==> src/rtl/game_timer_pkg.sv <==
`default_nettype none
// ---------------------------------------------------------------------------
// game_timer_pkg : shared state encoding, 7-segment glyphs and BCD helpers
// Revision       : 1.0
// ---------------------------------------------------------------------------
package game_timer_pkg;

  typedef enum logic [1:0] {
    IDLE   = 2'd0,
    RUN    = 2'd1,
    PAUSED = 2'd2,
    OVER   = 2'd3
  } state_e;

  // Glyph bit order is {g,f,e,d,c,b,a}, active-high
  localparam logic [6:0] c_SEG_0     = 7'h3F;
  localparam logic [6:0] c_SEG_1     = 7'h06;
  localparam logic [6:0] c_SEG_2     = 7'h5B;
  localparam logic [6:0] c_SEG_3     = 7'h4F;
  localparam logic [6:0] c_SEG_4     = 7'h66;
  localparam logic [6:0] c_SEG_5     = 7'h6D;
  localparam logic [6:0] c_SEG_6     = 7'h7D;
  localparam logic [6:0] c_SEG_7     = 7'h07;
  localparam logic [6:0] c_SEG_8     = 7'h7F;
  localparam logic [6:0] c_SEG_9     = 7'h6F;
  localparam logic [6:0] c_SEG_BLANK = 7'h00;

  function automatic logic bcd_is_zero(input logic [63:0] v);
    return (v == 64'd0);
  endfunction

  function automatic logic [6:0] seg_glyph(input logic [3:0] d);
    logic [6:0] g;
    case (d)
      4'd0:    g = c_SEG_0;
      4'd1:    g = c_SEG_1;
      4'd2:    g = c_SEG_2;
      4'd3:    g = c_SEG_3;
      4'd4:    g = c_SEG_4;
      4'd5:    g = c_SEG_5;
      4'd6:    g = c_SEG_6;
      4'd7:    g = c_SEG_7;
      4'd8:    g = c_SEG_8;
      4'd9:    g = c_SEG_9;
      default: g = c_SEG_BLANK;
    endcase
    return g;
  endfunction

endpackage
`default_nettype wire

==> src/rtl/game_timer_bcd_addsub.sv <==
`default_nettype none
// ---------------------------------------------------------------------------
// game_timer_bcd_addsub : combinational DIGITS-wide packed-BCD add/subtract
// Revision              : 1.0
// ---------------------------------------------------------------------------
module game_timer_bcd_addsub #(
  parameter int DIGITS = 6
) (
  input  logic [4*DIGITS-1:0] a_i,
  input  logic [4*DIGITS-1:0] b_i,
  input  logic                sub_i,
  output logic [4*DIGITS-1:0] res_o,
  output logic                carry_o,
  output logic                borrow_o
);

  logic       c;
  logic [4:0] t;
  logic [4:0] da;
  logic [4:0] db;

  always_comb begin
    c     = 1'b0;
    t     = '0;
    da    = '0;
    db    = '0;
    res_o = '0;
    for (int i = 0; i < DIGITS; i++) begin
      da = {1'b0, a_i[4*i +: 4]};
      db = {1'b0, b_i[4*i +: 4]};
      if (sub_i) begin
        // Digit difference lies in -10..9, so bit 4 is the sign
        t = da - db - {4'd0, c};
        c = t[4];
        if (t[4]) t = t + 5'd10;
      end else begin
        t = da + db + {4'd0, c};
        c = (t > 5'd9);
        if (c) t = t - 5'd10;
      end
      res_o[4*i +: 4] = t[3:0];
    end
    carry_o  = ~sub_i & c;
    borrow_o =  sub_i & c;
  end

endmodule
`default_nettype wire

==> src/rtl/game_timer_bcd.sv <==
`default_nettype none
// ---------------------------------------------------------------------------
// game_timer_bcd : BCD game countdown timer with multiplexed 7-segment driver
// Revision       : 1.0
// ---------------------------------------------------------------------------
module game_timer_bcd
  import game_timer_pkg::*;
#(
  parameter int                CLK_HZ      = 50000000,
  parameter int                TICK_HZ     = 100,
  parameter int                DIGITS      = 6,
  parameter int                AN_W        = 8,
  parameter logic [4*DIGITS-1:0] INIT_BCD    = 24'h018000,
  parameter logic [4*DIGITS-1:0] PENALTY_BCD = 24'h000500,
  parameter logic [4*DIGITS-1:0] BONUS_BCD   = 24'h000300,
  parameter int                DP_POS      = 2,
  parameter int                SCAN_BITS   = 16,
  parameter int                BLANK_LZ    = 1
) (
  input  logic                clock_i,
  input  logic                reset_i,
  input  logic                start_i,
  input  logic                pause_i,
  input  logic                miss_i,
  input  logic                bonus_i,
  output logic [4*DIGITS-1:0] time_bcd_o,
  output logic                running_o,
  output logic                game_over_o,
  output logic [6:0]          seg_o,
  output logic                dp_o,
  output logic [AN_W-1:0]     an_o
);

  localparam int DIV   = CLK_HZ / TICK_HZ;
  localparam int PRE_W = (DIV > 1) ? $clog2(DIV) : 1;
  localparam logic [4*DIGITS-1:0] c_ONE  = {{(4*DIGITS-1){1'b0}}, 1'b1};
  localparam logic [4*DIGITS-1:0] c_ALL9 = {DIGITS{4'h9}};

  state_e              state_q, state_d;
  logic [4*DIGITS-1:0] time_q, time_d;
  logic [PRE_W-1:0]    pre_q, pre_d;
  logic                running_q, over_q;
  logic [SCAN_BITS-1:0] scan_q;
  logic [6:0]          seg_q, seg_d;
  logic                dp_q, dp_d;
  logic [AN_W-1:0]     an_q, an_d;

  logic                tick;
  logic                op_sub;
  logic [4*DIGITS-1:0] op_b;
  logic [4*DIGITS-1:0] as_res;
  logic                as_carry, as_borrow;
  int                  idx;
  logic [3:0]          nib;
  logic                lz_blank;

  assign tick   = (state_q == RUN) && (pre_q == PRE_W'(DIV - 1));
  assign op_sub = miss_i | ~bonus_i;
  assign op_b   = miss_i ? PENALTY_BCD : (bonus_i ? BONUS_BCD : c_ONE);

  game_timer_bcd_addsub #(.DIGITS(DIGITS)) u_addsub (
    .a_i      (time_q),
    .b_i      (op_b),
    .sub_i    (op_sub),
    .res_o    (as_res),
    .carry_o  (as_carry),
    .borrow_o (as_borrow)
  );

  always_comb begin
    state_d = state_q;
    time_d  = time_q;
    pre_d   = pre_q;
    case (state_q)
      IDLE:   if (start_i) state_d = RUN;
      RUN: begin
        if (miss_i) begin
          if (time_q <= PENALTY_BCD) begin
            time_d  = '0;
            state_d = OVER;
          end else begin
            time_d = as_res;
          end
        end else if (bonus_i) begin
          time_d = as_carry ? c_ALL9 : as_res;
        end else if (tick) begin
          if (as_borrow || bcd_is_zero(64'(as_res))) begin
            time_d  = '0;
            state_d = OVER;
          end else begin
            time_d = as_res;
          end
        end
        // A tick that collides with miss/bonus waits at terminal count
        if (tick) pre_d = (miss_i | bonus_i) ? pre_q : '0;
        else      pre_d = pre_q + 1'b1;
        if (pause_i && state_d == RUN) state_d = PAUSED;
      end
      PAUSED: if (start_i) state_d = RUN;
      OVER:   time_d = '0;
      default: state_d = IDLE;
    endcase
    if (state_d != RUN) pre_d = '0;
  end

  always_ff @(posedge clock_i) begin
    if (reset_i) begin
      state_q   <= IDLE;
      time_q    <= INIT_BCD;
      pre_q     <= '0;
      running_q <= 1'b0;
      over_q    <= 1'b0;
    end else begin
      state_q   <= state_d;
      time_q    <= time_d;
      pre_q     <= pre_d;
      running_q <= (state_d == RUN);
      over_q    <= (state_d == OVER);
    end
  end

  always_comb begin
    idx      = int'(scan_q[SCAN_BITS-1 -: 3]);
    nib      = 4'(time_q >> (4 * idx));
    lz_blank = 1'b0;
    seg_d    = c_SEG_BLANK;
    an_d     = '1;
    dp_d     = (idx == DP_POS);
    if (idx < DIGITS) begin
      for (int k = 0; k < AN_W; k++) begin
        if (k == idx) an_d[k] = 1'b0;
      end
      lz_blank = (BLANK_LZ != 0) && (idx > DP_POS) &&
                 bcd_is_zero(64'(time_q >> (4 * idx)));
      seg_d    = lz_blank ? c_SEG_BLANK : seg_glyph(nib);
    end
  end

  always_ff @(posedge clock_i) begin
    if (reset_i) begin
      scan_q <= '0;
      seg_q  <= c_SEG_BLANK;
      dp_q   <= 1'b0;
      an_q   <= '1;
    end else begin
      scan_q <= scan_q + 1'b1;
      seg_q  <= seg_d;
      dp_q   <= dp_d;
      an_q   <= an_d;
    end
  end

  assign time_bcd_o  = time_q;
  assign running_o   = running_q;
  assign game_over_o = over_q;
  assign seg_o       = seg_q;
  assign dp_o        = dp_q;
  assign an_o        = an_q;

endmodule
`default_nettype wire

==> config.mk <==
export PLATFORM = sky130hd
export DESIGN_NAME = game_timer_bcd
export DESIGN_NICKNAME = d
export VERILOG_FILES = /design/src/rtl/game_timer_pkg.sv /design/src/rtl/game_timer_bcd_addsub.sv /design/src/rtl/game_timer_bcd.sv
export SDC_FILE = /design/constraint.sdc
export NUM_CORES = 1
export LEC_CHECK = 0
export BUFFER_PORTS_ARGS = -buffer_cell sky130_fd_sc_hd__buf_2
export CORE_UTILIZATION = 56
export CTS_CLUSTER_DIAMETER = 150
export DETAILED_ROUTE_END_ITERATION = 10
export PLACE_DENSITY = 0.78
export SYNTH_ARGS = -nofsm -noshare
export SYNTH_HDL_FRONTEND = slang
export SYNTH_HIERARCHICAL = 1
export SYNTH_SLANG_ARGS = --single-unit
==> constraint.sdc <==
create_clock -name clock_i -period 14 [get_ports clock_i]
set_input_delay 2.1 -clock clock_i [delete_from_list [all_inputs] [get_ports clock_i]]
set_output_delay 2.1 -clock clock_i [all_outputs]
set_load 0.01 [all_outputs]
==> impl_results.md, run 1 <==
* Met1 Resource Use GR at 0.3519
* Final nets at 1044
* Psw at 0.5379 mW
* Met2 usage at 0.4630
* Initial antenna violation count at 0
* Detailed Place HPWL at 12820 µm
* Mapped Cells at 842
* Clock slew at reported path FFs at 60 ps
* Via-to-Cell Ratio at 5.789
* # placed instances at 1091
* Gr ovfl total at 0
* Post-CTS Hold Fix Bufs at 0
* Max Cap Viol at 0
* FFs w/ async S/R, synth at 0
* Status: finished, final reports clean
* Hold path startpoint: scan_q[0]$_SDFF_PP0_
* Worst r2r src: time_bcd_o[0]$_SDFFE_PP0P_
* Crit end category: register
* Number of synthesized flops with an enable pin at 0
* Final Non-Filler Cells at 1116
* Critical Path Slowest Stage Cell: fa_2
* Die Span Y at 114.8 µm
* Largest net degree at the start of global routing at 51
* Worst path max stage delay at 590 ps
* Cell internal pwr at 0.7606 mW
* Clock root buffer: clkbuf_16
* Most used cell, CP: inv_1
* Layout Utilization at 0.6776
* Seq/Total Area, Yosys at 0.2221
* Largest cells by area after synthesis: dfxtp_1 22%, ha_1 13%, fa_1 6.2%, inv_1 4.7%, xor2_1 4.3%
* Grt peak-use layer: met2
* Distinct cells, synth at 80
* Vias in the first global route at 6063
* Top-area cell type share of the netlist area at 0.2221
* Gpl congestion at 0.9456
* Crit share post-route at 0.9521
* Hold endpoint: scan_q[0]$_SDFF_PP0_
* Drt total wl at 17530 µm
* Warnings from Yosys at 6
* Most common cell after layout, fill and taps aside: inv_1
* Sequential Power Share at 0.219
* Pleak at 3.609 nW
* Critical-path maximum fanout at 7
* Pwr/cell area at 156.9 mW/mm²
* Tightest Pin Transition at 942.3 ps
* Via Count at 6460
* Sw frac at 0.4142
* Comb pwr share at 0.583
* Std cell rows at 40
* Synthesized flop and latch total at 79
* VDD IR-drop max at 0.07788 mV
* Die area at 0.01317 mm²
* Core Box Area at 0.01221 mm²
* Setup-failing EPs final at 0
* Effective utilization at floorplan at 0.5832
* GR Util All Layers at 0.2742
* Skew-Pair Late Insertion Delay at 340 ps
* Startpoint Class: input port
* Critical Path AT at 13560 ps
* Grt met3 use at 0.04902
* Avg Inst Size Synth at 8.458 µm²
* Area leader, netlist: dfxtp_1
* DIE WIDTH at 114.8 µm
* Longest Clk Path Bufs at 2
* Final-report hold violation count at 0
* Reg-to-reg setup timing slack at 2120 ps
* Critical path class: in -> reg
* First-pass GRT wire length at 28790 µm
* CTS tree: built
* Cells on Worst Hold Path at 1
* Worst min path class: reg -> reg
* CTS Buf Count at 9
* Router iterations before antenna repair at 5
* Share of cells above drive strength 1 at 0.1540
* R2R cell count at 55
* Worst Skew at 10.48 ps
* Tmin final at 13330 ps
* Clk pwr share at 0.198
* Inserted Diodes at 0
* Critical Path RT at 14230 ps
* Ports at 48
* Syn Std Cell Area at 0.007122 mm²
* # DRC at 0
* Power Total at 1.299 mW
* FF-to-FF End: time_bcd_o[21]$_SDFFE_PP0P_
* # H-tree levels at 3
* Max Clk Rate at 75.02 MHz
* Max-Slew Margin vs Limit at 0.3660
* IO buf count at 47
* Routed Antenna Nets at 0
* WP buf/inv at 14
* Dominant synthesized flop cell: dfxtp_1
* DRT iter0 DRCs at 412
* Largest delay contributor family on the critical path: adder cells
* Number of max-slew violations in the final report at 0
* Synth-to-layout area growth at 16.18%
* Commonest non-fill, non-tap cells in the layout: 89 x inv_1, 79 x dfxtp_1, 72 x ha_1
* Post-DR wirelength/cell at 15.71 µm
* Clock sink count at 79
-- worst max-delay path by stage --
| stage | startpoint | slack (ps) | cells past startpoint | to |
|---|---|---|---|---|
| global placement | bonus_i | 20 | 58 | time_bcd_o[1]$_SDFFE_PP0P_ |
| floorplan | bonus_i | 800 | 57 | time_bcd_o[1]$_SDFFE_PP0P_ |
| global route | bonus_i | -70 | 58 | time_bcd_o[21]$_SDFFE_PP0P_ |
| finish | bonus_i | 670 | 57 | time_bcd_o[21]$_SDFFE_PP0P_ |
| CTS | bonus_i | 40 | 58 | time_bcd_o[2]$_SDFFE_PP0P_ |
| detailed placement | bonus_i | -240 | 58 | time_bcd_o[2]$_SDFFE_PP0P_ |
-- power groups by stage --
stage / combinational (mW) / sequential, mW / clock, mW
global placement: 0.680 / 0.288 / 0
finish: 0.758 / 0.284 / 0.257
CTS: 0.698 / 0.283 / 0.260
floorplan: 0.520 / 0.282 / 0
global route: 0.842 / 0.287 / 0.269
detailed placement: 0.692 / 0.288 / 0
-- Yosys cell counts (6+ instances only) --
master	instances
a21oi_1	53
and3_1	6
xor2_1	35
clkbuf_1	24
inv_1	90
nand2b_1	25
mux2i_1	16
and2_1	6
nand3_1	13
or2_1	6
ha_1	73
xnor2_1	15
o2bb2ai_1	11
a31oi_1	6
nor3b_1	16
nor2_1	57
nand4_1	8
nand3b_1	9
dfxtp_1	79
a32oi_1	10
a32o_1	12
nand2_1	40
nor3_1	20
nor4_1	16
o21ai_0	18
or3_1	21
o211ai_1	9
o31ai_1	6
fa_1	22
nor2b_1	10
a22oi_1	7
-- metrics by stage --
step | setup slack (ps) | TNS [ps] | cell area, µm² | hold WS [ps]
2_1_floorplan | 796.5 | 0 | 7287 | 426.0
3_3_place_gp | 15.14 | 0 | 7756 | 439.1
3_5_place_dp | -244.1 | -2706 | 7756 | 454.5
4_1_cts | 44.46 | 0 | 8085 | 468.4
5_1_grt | -71.82 | -558.0 | 8274 | 487.8
6_report | 670.5 | 0 | 8274 | 464.9
-- registers in the layout, indices dropped and copies added (netlist names) --
register,flops
an_o,8
dp_o,1
game_over_o,1
pre_q,19
running_o,1
scan_q,16
seg_o,7
state_q,2
time_bcd_o,24
-- layer usage --
metal / vias to the layer above / wire length [µm]
met5: - / 0
met4: 0 / 395
met3: 37 / 1063
met2: 197 / 8332
met1: 3070 / 7739
li1: 3156 / -
-- worst reg2reg max path, delay by kind of cell, from the launching register on --
family	cells	cell delay, ps
mux	1	220
buf+inv	13	1130
fa+ha+maj	15	4890
flops	1	510
xor+xnor	3	560
simple gates	10	2140
compound gates	13	2390
-- cell type report --
| cell class | instances | area (µm²) |
|---|---|---|
| multi-input combinational | 682 | 5329 |
| fill | 1049 | 3938 |
| sequential | 79 | 1582 |
| timing repair buffer | 80 | 483.0 |
| inverter | 91 | 341.6 |
| clock buffer | 10 | 239.0 |
| tap | 168 | 210.2 |
| clock inverter | 6 | 90.09 |
-- kinds of logic after synthesis --
group | synth area share
mux | 0.04462
other cells | 0.001055
simple gates | 0.2272
compound gates | 0.1801
buf+inv | 0.07027
flops | 0.2221
fa+ha+maj | 0.1901
xor+xnor | 0.06465
-- repair_timing --
action                                  in CTS  in global routing
buffers inserted                             0                  9
gates resized for setup                      0                 25
endpoints found under the setup margin       0                 32
(Power assumes the default switching activity.)
==> run 2: changes to the inputs <==
--- a/config.mk
+++ b/config.mk
@@ -7,8 +7,8 @@
 export LEC_CHECK = 0
 export BUFFER_PORTS_ARGS = -buffer_cell sky130_fd_sc_hd__buf_2
-export CORE_UTILIZATION = 56
+export CORE_UTILIZATION = 35
 export CTS_CLUSTER_DIAMETER = 150
 export DETAILED_ROUTE_END_ITERATION = 10
-export PLACE_DENSITY = 0.78
+export PLACE_DENSITY = 0.54
 export SYNTH_ARGS = -nofsm -noshare
 export SYNTH_HDL_FRONTEND = slang
==> constraint.sdc (replaced) <==
create_clock -name clock_i -period 14 [get_ports clock_i]
set_input_delay 2.1 -clock clock_i [delete_from_list [all_inputs] [get_ports clock_i]]
set_output_delay 2.1 -clock clock_i [all_outputs]
set_load 0.05 [all_outputs]
==> run 2 against run 1 <==
Net effect:
- maximum frequency grew 0.14%
- die area increased by 59%
- largest cell class unchanged
- clock power about the same
- worst hold slack better by 11 ps
- worst setup slack gained 18 ps
==> impl_results.md, run 2 (synthesized netlist as in run 1, its figures left out) <==
* Worst min path class: reg -> reg (unchanged)
* Max FFs per register at 24 (unchanged)
* Met1 WL at 9065 µm (was 7739 µm)
* Inserted Diodes at 0 (unchanged)
* Vias in the first global route at 6005 (was 6063)
* Critical Path AT at 13540 ps (was 13560 ps)
* Number of max-slew violations in the final report at 0 (unchanged)
* Worst path max stage delay at 560 ps (was 590 ps)
* VDD IR-drop max at 0.05809 mV (was 0.07788 mV)
* Routed Antenna Nets at 0 (unchanged)
* Initial antenna violation count at 0 (unchanged)
* Gpl congestion at 0.8821 (was 0.9456)
* Pwr/cell area at 161.6 mW/mm² (was 156.9 mW/mm²)
* Core Box Area at 0.01972 mm² (was 0.01221 mm²)
* # H-tree levels at 3 (unchanged)
* Critical Path RT at 14230 ps (about the same)
* Routed wl met2 at 8761 µm (was 8332 µm)
* Clock slew at reported path FFs at 60 ps (about the same)
* Cells on Worst Hold Path at 2 (was 1)
* Placed cell areas at 0.007908 mm² (was 0.007756 mm²)
* Commonest non-fill, non-tap cells in the layout: 88 x inv_1, 79 x dfxtp_1, 72 x ha_1 (was 89 x inv_1, 79 x dfxtp_1, 72 x ha_1)
* Max Clk Rate at 75.12 MHz (was 75.02 MHz)
* Via Count at 6302 (was 6460)
* Critical path class: in -> reg (unchanged)
* Worst Skew at 5.522 ps (was 10.48 ps)
* Router iterations before antenna repair at 5 (unchanged)
* WP buf/inv at 13 (was 14)
* Most used cell, CP: inv_1 (unchanged)
* Crit path launch: bonus_i (unchanged)
* Share of cells above drive strength 1 at 0.1572 (was 0.1540)
* Highest metal used: met4 (unchanged)
* Metal3 WL at 578 µm (was 1063 µm)
* Max-Slew Margin vs Limit at 0.3589 (was 0.3660)
* Final-report hold violation count at 0 (unchanged)
* # placed instances at 1192 (was 1091)
* Setup-failing EPs final at 0 (unchanged)
* RSZ-0062 raised after global routing: no
* Die area at 0.02092 mm² (was 0.01317 mm²)
* Largest delay contributor family on the critical path: adder cells (unchanged)
* Drt total wl at 18620 µm (was 17530 µm)
* Via-to-Cell Ratio at 5.195 (was 5.789)
* Effective utilization at floorplan at 0.3612 (was 0.5832)
* IO buf count at 47 (unchanged)
* CTS Buf Count at 9 (unchanged)
* Critical Path Slowest Stage Cell: fa_2 (unchanged)
* Critical-path maximum fanout at 8 (was 7)
* Most common cell after layout, fill and taps aside: inv_1 (unchanged)
* R2R cell count at 53 (was 55)
* Die Span Y at 144.6 µm (was 114.8 µm)
* Final Non-Filler Cells at 1213 (was 1116)
* Crit end category: register (unchanged)
* Layout Utilization at 0.4253 (was 0.6776)
* Clock root buffer: clkbuf_16 (unchanged)
* Startpoint Class: input port (unchanged)
* Final nets at 1044 (unchanged)
* # DRC at 0 (unchanged)
* Pleak at 3.602 nW (was 3.609 nW)
* Std cell rows at 51 (was 40)
* Post-CTS Hold Fix Bufs at 0 (unchanged)
* Critical path depth in cells at 53 (was 57)
* Hold path startpoint: pre_q[17]$_SDFFE_PP0P_ (was scan_q[0]$_SDFF_PP0_)
* Count of filler cells inserted in the layout at 1985 (was 1049)
* DIE WIDTH at 144.6 µm (was 114.8 µm)
* CTS tree: built (unchanged)
* Ports at 48 (unchanged)
* Clock sink count at 79 (unchanged)
* Longest Clk Path Bufs at 2 (unchanged)
* Detailed Place HPWL at 14390 µm (was 12820 µm)
* Largest net degree at the start of global routing at 46 (was 51)
* First-pass GRT wire length at 30310 µm (was 28790 µm)
* Tmin final at 13310 ps (was 13330 ps)
* DRT iter0 DRCs at 384 (was 412)
* Synth-to-layout area growth at 17.74% (was 16.18%)
* Max Cap Viol at 0 (unchanged)
* Status: finished, final reports clean (unchanged)
* Crit share post-route at 0.9508 (was 0.9521)
* Skew-Pair Late Insertion Delay at 340 ps (about the same)
* Tightest Pin Transition at 952.9 ps (was 942.3 ps)
* Post-route cell area at 0.008386 mm² (was 0.008274 mm²)
* Gr ovfl total at 0 (unchanged)
* GR Util All Layers at 0.1838 (was 0.2742)
* Fin worst setup slack at 688.8 ps (was 670.5 ps)
* Post-DR wirelength/cell at 15.35 µm (was 15.71 µm)
* Worst r2r src: time_bcd_o[2]$_SDFFE_PP0P_ (was time_bcd_o[0]$_SDFFE_PP0P_)
* Post-place setup slack at -169.8 ps (was -244.1 ps)
==> run 2: layer usage <==
| layer | GRT usage | vias to the layer above |
|---|---|---|
| met2 | 0.3077 | 125 |
| met1 | 0.2501 | 3002 |
| li1 | - | 3158 |
| met3 | 0.02285 | 17 |
| met4 | 0.04155 | 0 |
| met5 | 0 | - |
==> run 2: worst paths after layout <==
check	endpoint	slack, ps
worst max register to register	time_bcd_o[6]$_SDFFE_PP0P_	2090
worst min register to register	pre_q[17]$_SDFFE_PP0P_	480
worst min-delay path	pre_q[17]$_SDFFE_PP0P_	480
worst max-delay path	time_bcd_o[6]$_SDFFE_PP0P_	690
==> run 2: timing repair <==
action                                  4_1_cts  5_1_grt
endpoints found under the setup margin        0       30
gates resized for setup                       0       26
buffers inserted                              0        5
==> run 2: final cells by class <==
class / count / area, µm² / share of cell area
timing repair buffer: 80 / 483.0 / 0.05759
sequential: 79 / 1582 / 0.1886
clock buffer: 9 / 225.2 / 0.02686
multi-input combinational: 682 / 5318 / 0.6341
inverter: 91 / 341.6 / 0.04073
tap: 265 / 331.6 / 0.03954
clock inverter: 7 / 105.1 / 0.01253
==> run 2: worst min-delay path, cell delays in order (launching register included) <==
cell and delay (ps):
dfxtp_1 310, o31ai_1 60, a21oi_1 60
==> run 2: through the flow <==
step | setup TNS (ps) | power, mW | hold WS (ps)
after floorplan | 0 | 0.8552 | 426.0
after detailed placement | -1797 | 1.057 | 451.5
after global placement | 0 | 1.056 | 443.1
after global routing | 0 | 1.466 | 499.8
final | 0 | 1.355 | 475.6
after CTS | 0 | 1.322 | 477.5
==> run 2: where the power goes <==
group          internal [mW]  leakage (nW)  switching (mW)  total (mW)
registers              0.244         0.644          0.0410       0.285
clock network          0.159         0.158           0.102       0.260
logic                  0.349          2.80           0.461       0.810
==> run 3: changes to the inputs <==
- PLACE_DENSITY: 0.54 -> 0.52
- clock period: 14 -> 16.7 ns (I/O delays scaled with it)
==> run 3 against run 2 <==
Net effect:
- clock skew about the same
- first-iteration DRC count increased by 22%
- register-to-register slack improved by 1700 ps
- largest cell class unchanged
- largest power group unchanged
==> impl_results.md, run 3 (synthesized netlist as in run 1, its figures left out) <==
* Status: finished, final reports clean (unchanged)
* Router iterations before antenna repair at 5 (unchanged)
* Skew-Pair Late Insertion Delay at 340 ps (about the same)
* # placed instances at 1167 (was 1192)
* VDD IR-drop max at 0.04919 mV (was 0.05809 mV)
* Post-place setup slack at 1246 ps (was -169.8 ps)
* Cts repair resizes at 0 (unchanged)
* Max-Slew Margin vs Limit at 0.3100 (was 0.3589)
* Longest Clk Path Bufs at 2 (unchanged)
* Most used cell, CP: inv_1 (unchanged)
* GR Util All Layers at 0.1777 (was 0.1838)
* # H-tree levels at 3 (unchanged)
* Max FFs per register at 24 (unchanged)
* Max Clk Rate at 65.80 MHz
* Effective utilization at floorplan at 0.3612 (unchanged)
* DIE WIDTH at 144.6 µm (unchanged)
* Critical Path AT at 15430 ps (was 13540 ps)
* Std cell rows at 51 (unchanged)
* Gpl congestion at 0.8988 (was 0.8821)
* Most common cell after layout, fill and taps aside: inv_1 (unchanged)
* Post-CTS Hold Fix Bufs at 0 (unchanged)
* Worst Skew at 5.894 ps (was 5.522 ps)
* Synth-to-layout area growth at 13.04% (was 17.74%)
* Die area at 0.02092 mm² (unchanged)
* Worst min path class: reg -> reg (unchanged)
* Ports at 48 (unchanged)
* RSZ-0062 raised after global routing: no (unchanged)
* Critical path class: in -> reg (unchanged)
* Tmin final at 15200 ps
* Final nets at 1014 (was 1044)
* Pwr/cell area at 133.0 mW/mm² (was 161.6 mW/mm²)
* Worst path max stage delay at 460 ps (was 560 ps)
* Die Span Y at 144.6 µm (unchanged)
* DRT iter0 DRCs at 470 (was 384)
* Clock sink count at 79 (unchanged)
* Routed Antenna Nets at 0 (unchanged)
* Via-to-Cell Ratio at 5.150 (was 5.195)
* CTS tree: built (unchanged)
* Detailed Place HPWL at 13560 µm (was 14390 µm)
* Commonest non-fill, non-tap cells in the layout: 90 x inv_1, 79 x dfxtp_1, 73 x ha_1 (was 88 x inv_1, 79 x dfxtp_1, 72 x ha_1)
* Post-DR wirelength/cell at 14.77 µm (was 15.35 µm)
* Share of cells above drive strength 1 at 0.1046 (was 0.1572)
* Critical Path Slowest Stage Cell: o21ai_0 (was fa_2)
* Cells on Worst Hold Path at 1 (was 2)
* Clock root buffer: clkbuf_16 (unchanged)
* Setup_tns at 0 ps (unchanged)
* Final-report hold violation count at 0 (unchanged)
* Inserted Diodes at 0 (unchanged)
* Number of max-slew violations in the final report at 0 (unchanged)
* R2R cell count at 56 (was 53)
* Layout Utilization at 0.4083 (was 0.4253)
* Postcts setup bufs at 0 (unchanged)
* Gr ovfl total at 0 (unchanged)
* Max Cap Viol at 0 (unchanged)
* Core Box Area at 0.01972 mm² (unchanged)
* Drt total wl at 17470 µm (was 18620 µm)
* Pleak at 3.427 nW (was 3.602 nW)
* IO buf count at 47 (unchanged)
* Critical Path RT at 16930 ps (was 14230 ps)
* Critical-path maximum fanout at 14 (was 8)
* Setup-failing EPs final at 0 (unchanged)
* Final Non-Filler Cells at 1183 (was 1213)
* Crit share post-route at 0.9101
* Largest net degree at the start of global routing at 52 (was 46)
* Initial antenna violation count at 0 (unchanged)
* Tightest Pin Transition at 1028 ps (was 952.9 ps)
* Crit end category: register (unchanged)
* # DRC at 0 (unchanged)
* First-pass GRT wire length at 29040 µm (was 30310 µm)
* Final hold slack at 461.9 ps (was 475.6 ps)
* Fin worst setup slack at 1501 ps (was 688.8 ps)
* Clock slew at reported path FFs at 60 ps (about the same)
* Startpoint Class: input port (unchanged)
* Via Count at 6092 (was 6302)
* CTS Buf Count at 9 (unchanged)
* Vias in the first global route at 5634 (was 6005)
## run 3: path summary, 6_finish.rpt
path                         startpoint                          end  slack, ps
max                              miss_i  time_bcd_o[16]$_SDFFE_PP1P_       1500
min                scan_q[0]$_SDFF_PP0_         scan_q[0]$_SDFF_PP0_        460
min reg2reg        scan_q[0]$_SDFF_PP0_         scan_q[0]$_SDFF_PP0_        460
max reg2reg  time_bcd_o[1]$_SDFFE_PP0P_  time_bcd_o[16]$_SDFFE_PP1P_       3780
## run 3: worst max-delay path, delay by kind of cell
family | cells | cell delay (ps)
adder cells (fa/ha/maj) | 16 | 4950
AO/OA/AOI/OAI | 14 | 3430
AND/OR/NAND/NOR | 12 | 2550
XOR/XNOR | 3 | 690
buffers and inverters | 14 | 1230
## run 3: per-stage QoR
| stage | cell area [µm²] | power [mW] |
|---|---|---|
| floorplan | 7287 | 0.7170 |
| global placement | 7720 | 0.8598 |
| detailed placement | 7720 | 0.8561 |
| CTS | 8050 | 1.077 |
| global route | 8050 | 1.169 |
| finish | 8050 | 1.071 |
## run 3: per-layer routing
| metal | up-vias | routed length [µm] | global-route usage |
|---|---|---|---|
| li1 | 3095 | - | - |
| met1 | 2845 | 8858 | 0.2573 |
| met2 | 135 | 7713 | 0.2751 |
| met3 | 17 | 708 | 0.02980 |
| met4 | 0 | 194 | 0.03380 |
| met5 | - | 0 | 0 |
## run 3: where the power goes
group | internal, mW | leakage (nW) | switching, mW
combinational | 0.252 | 2.63 | 0.364
sequential | 0.205 | 0.644 | 0.0340
clock | 0.135 | 0.151 | 0.0813
## run 3: area by class of cell
type / count / area, µm²
clock inverters: 6 / 91.34
flip-flops and latches: 79 / 1582
clock buffers: 10 / 239.0
multi-input cells: 682 / 5207
fillers: 2025 / 11670
inverters: 91 / 341.6
well taps: 265 / 331.6
repair buffers: 50 / 257.7
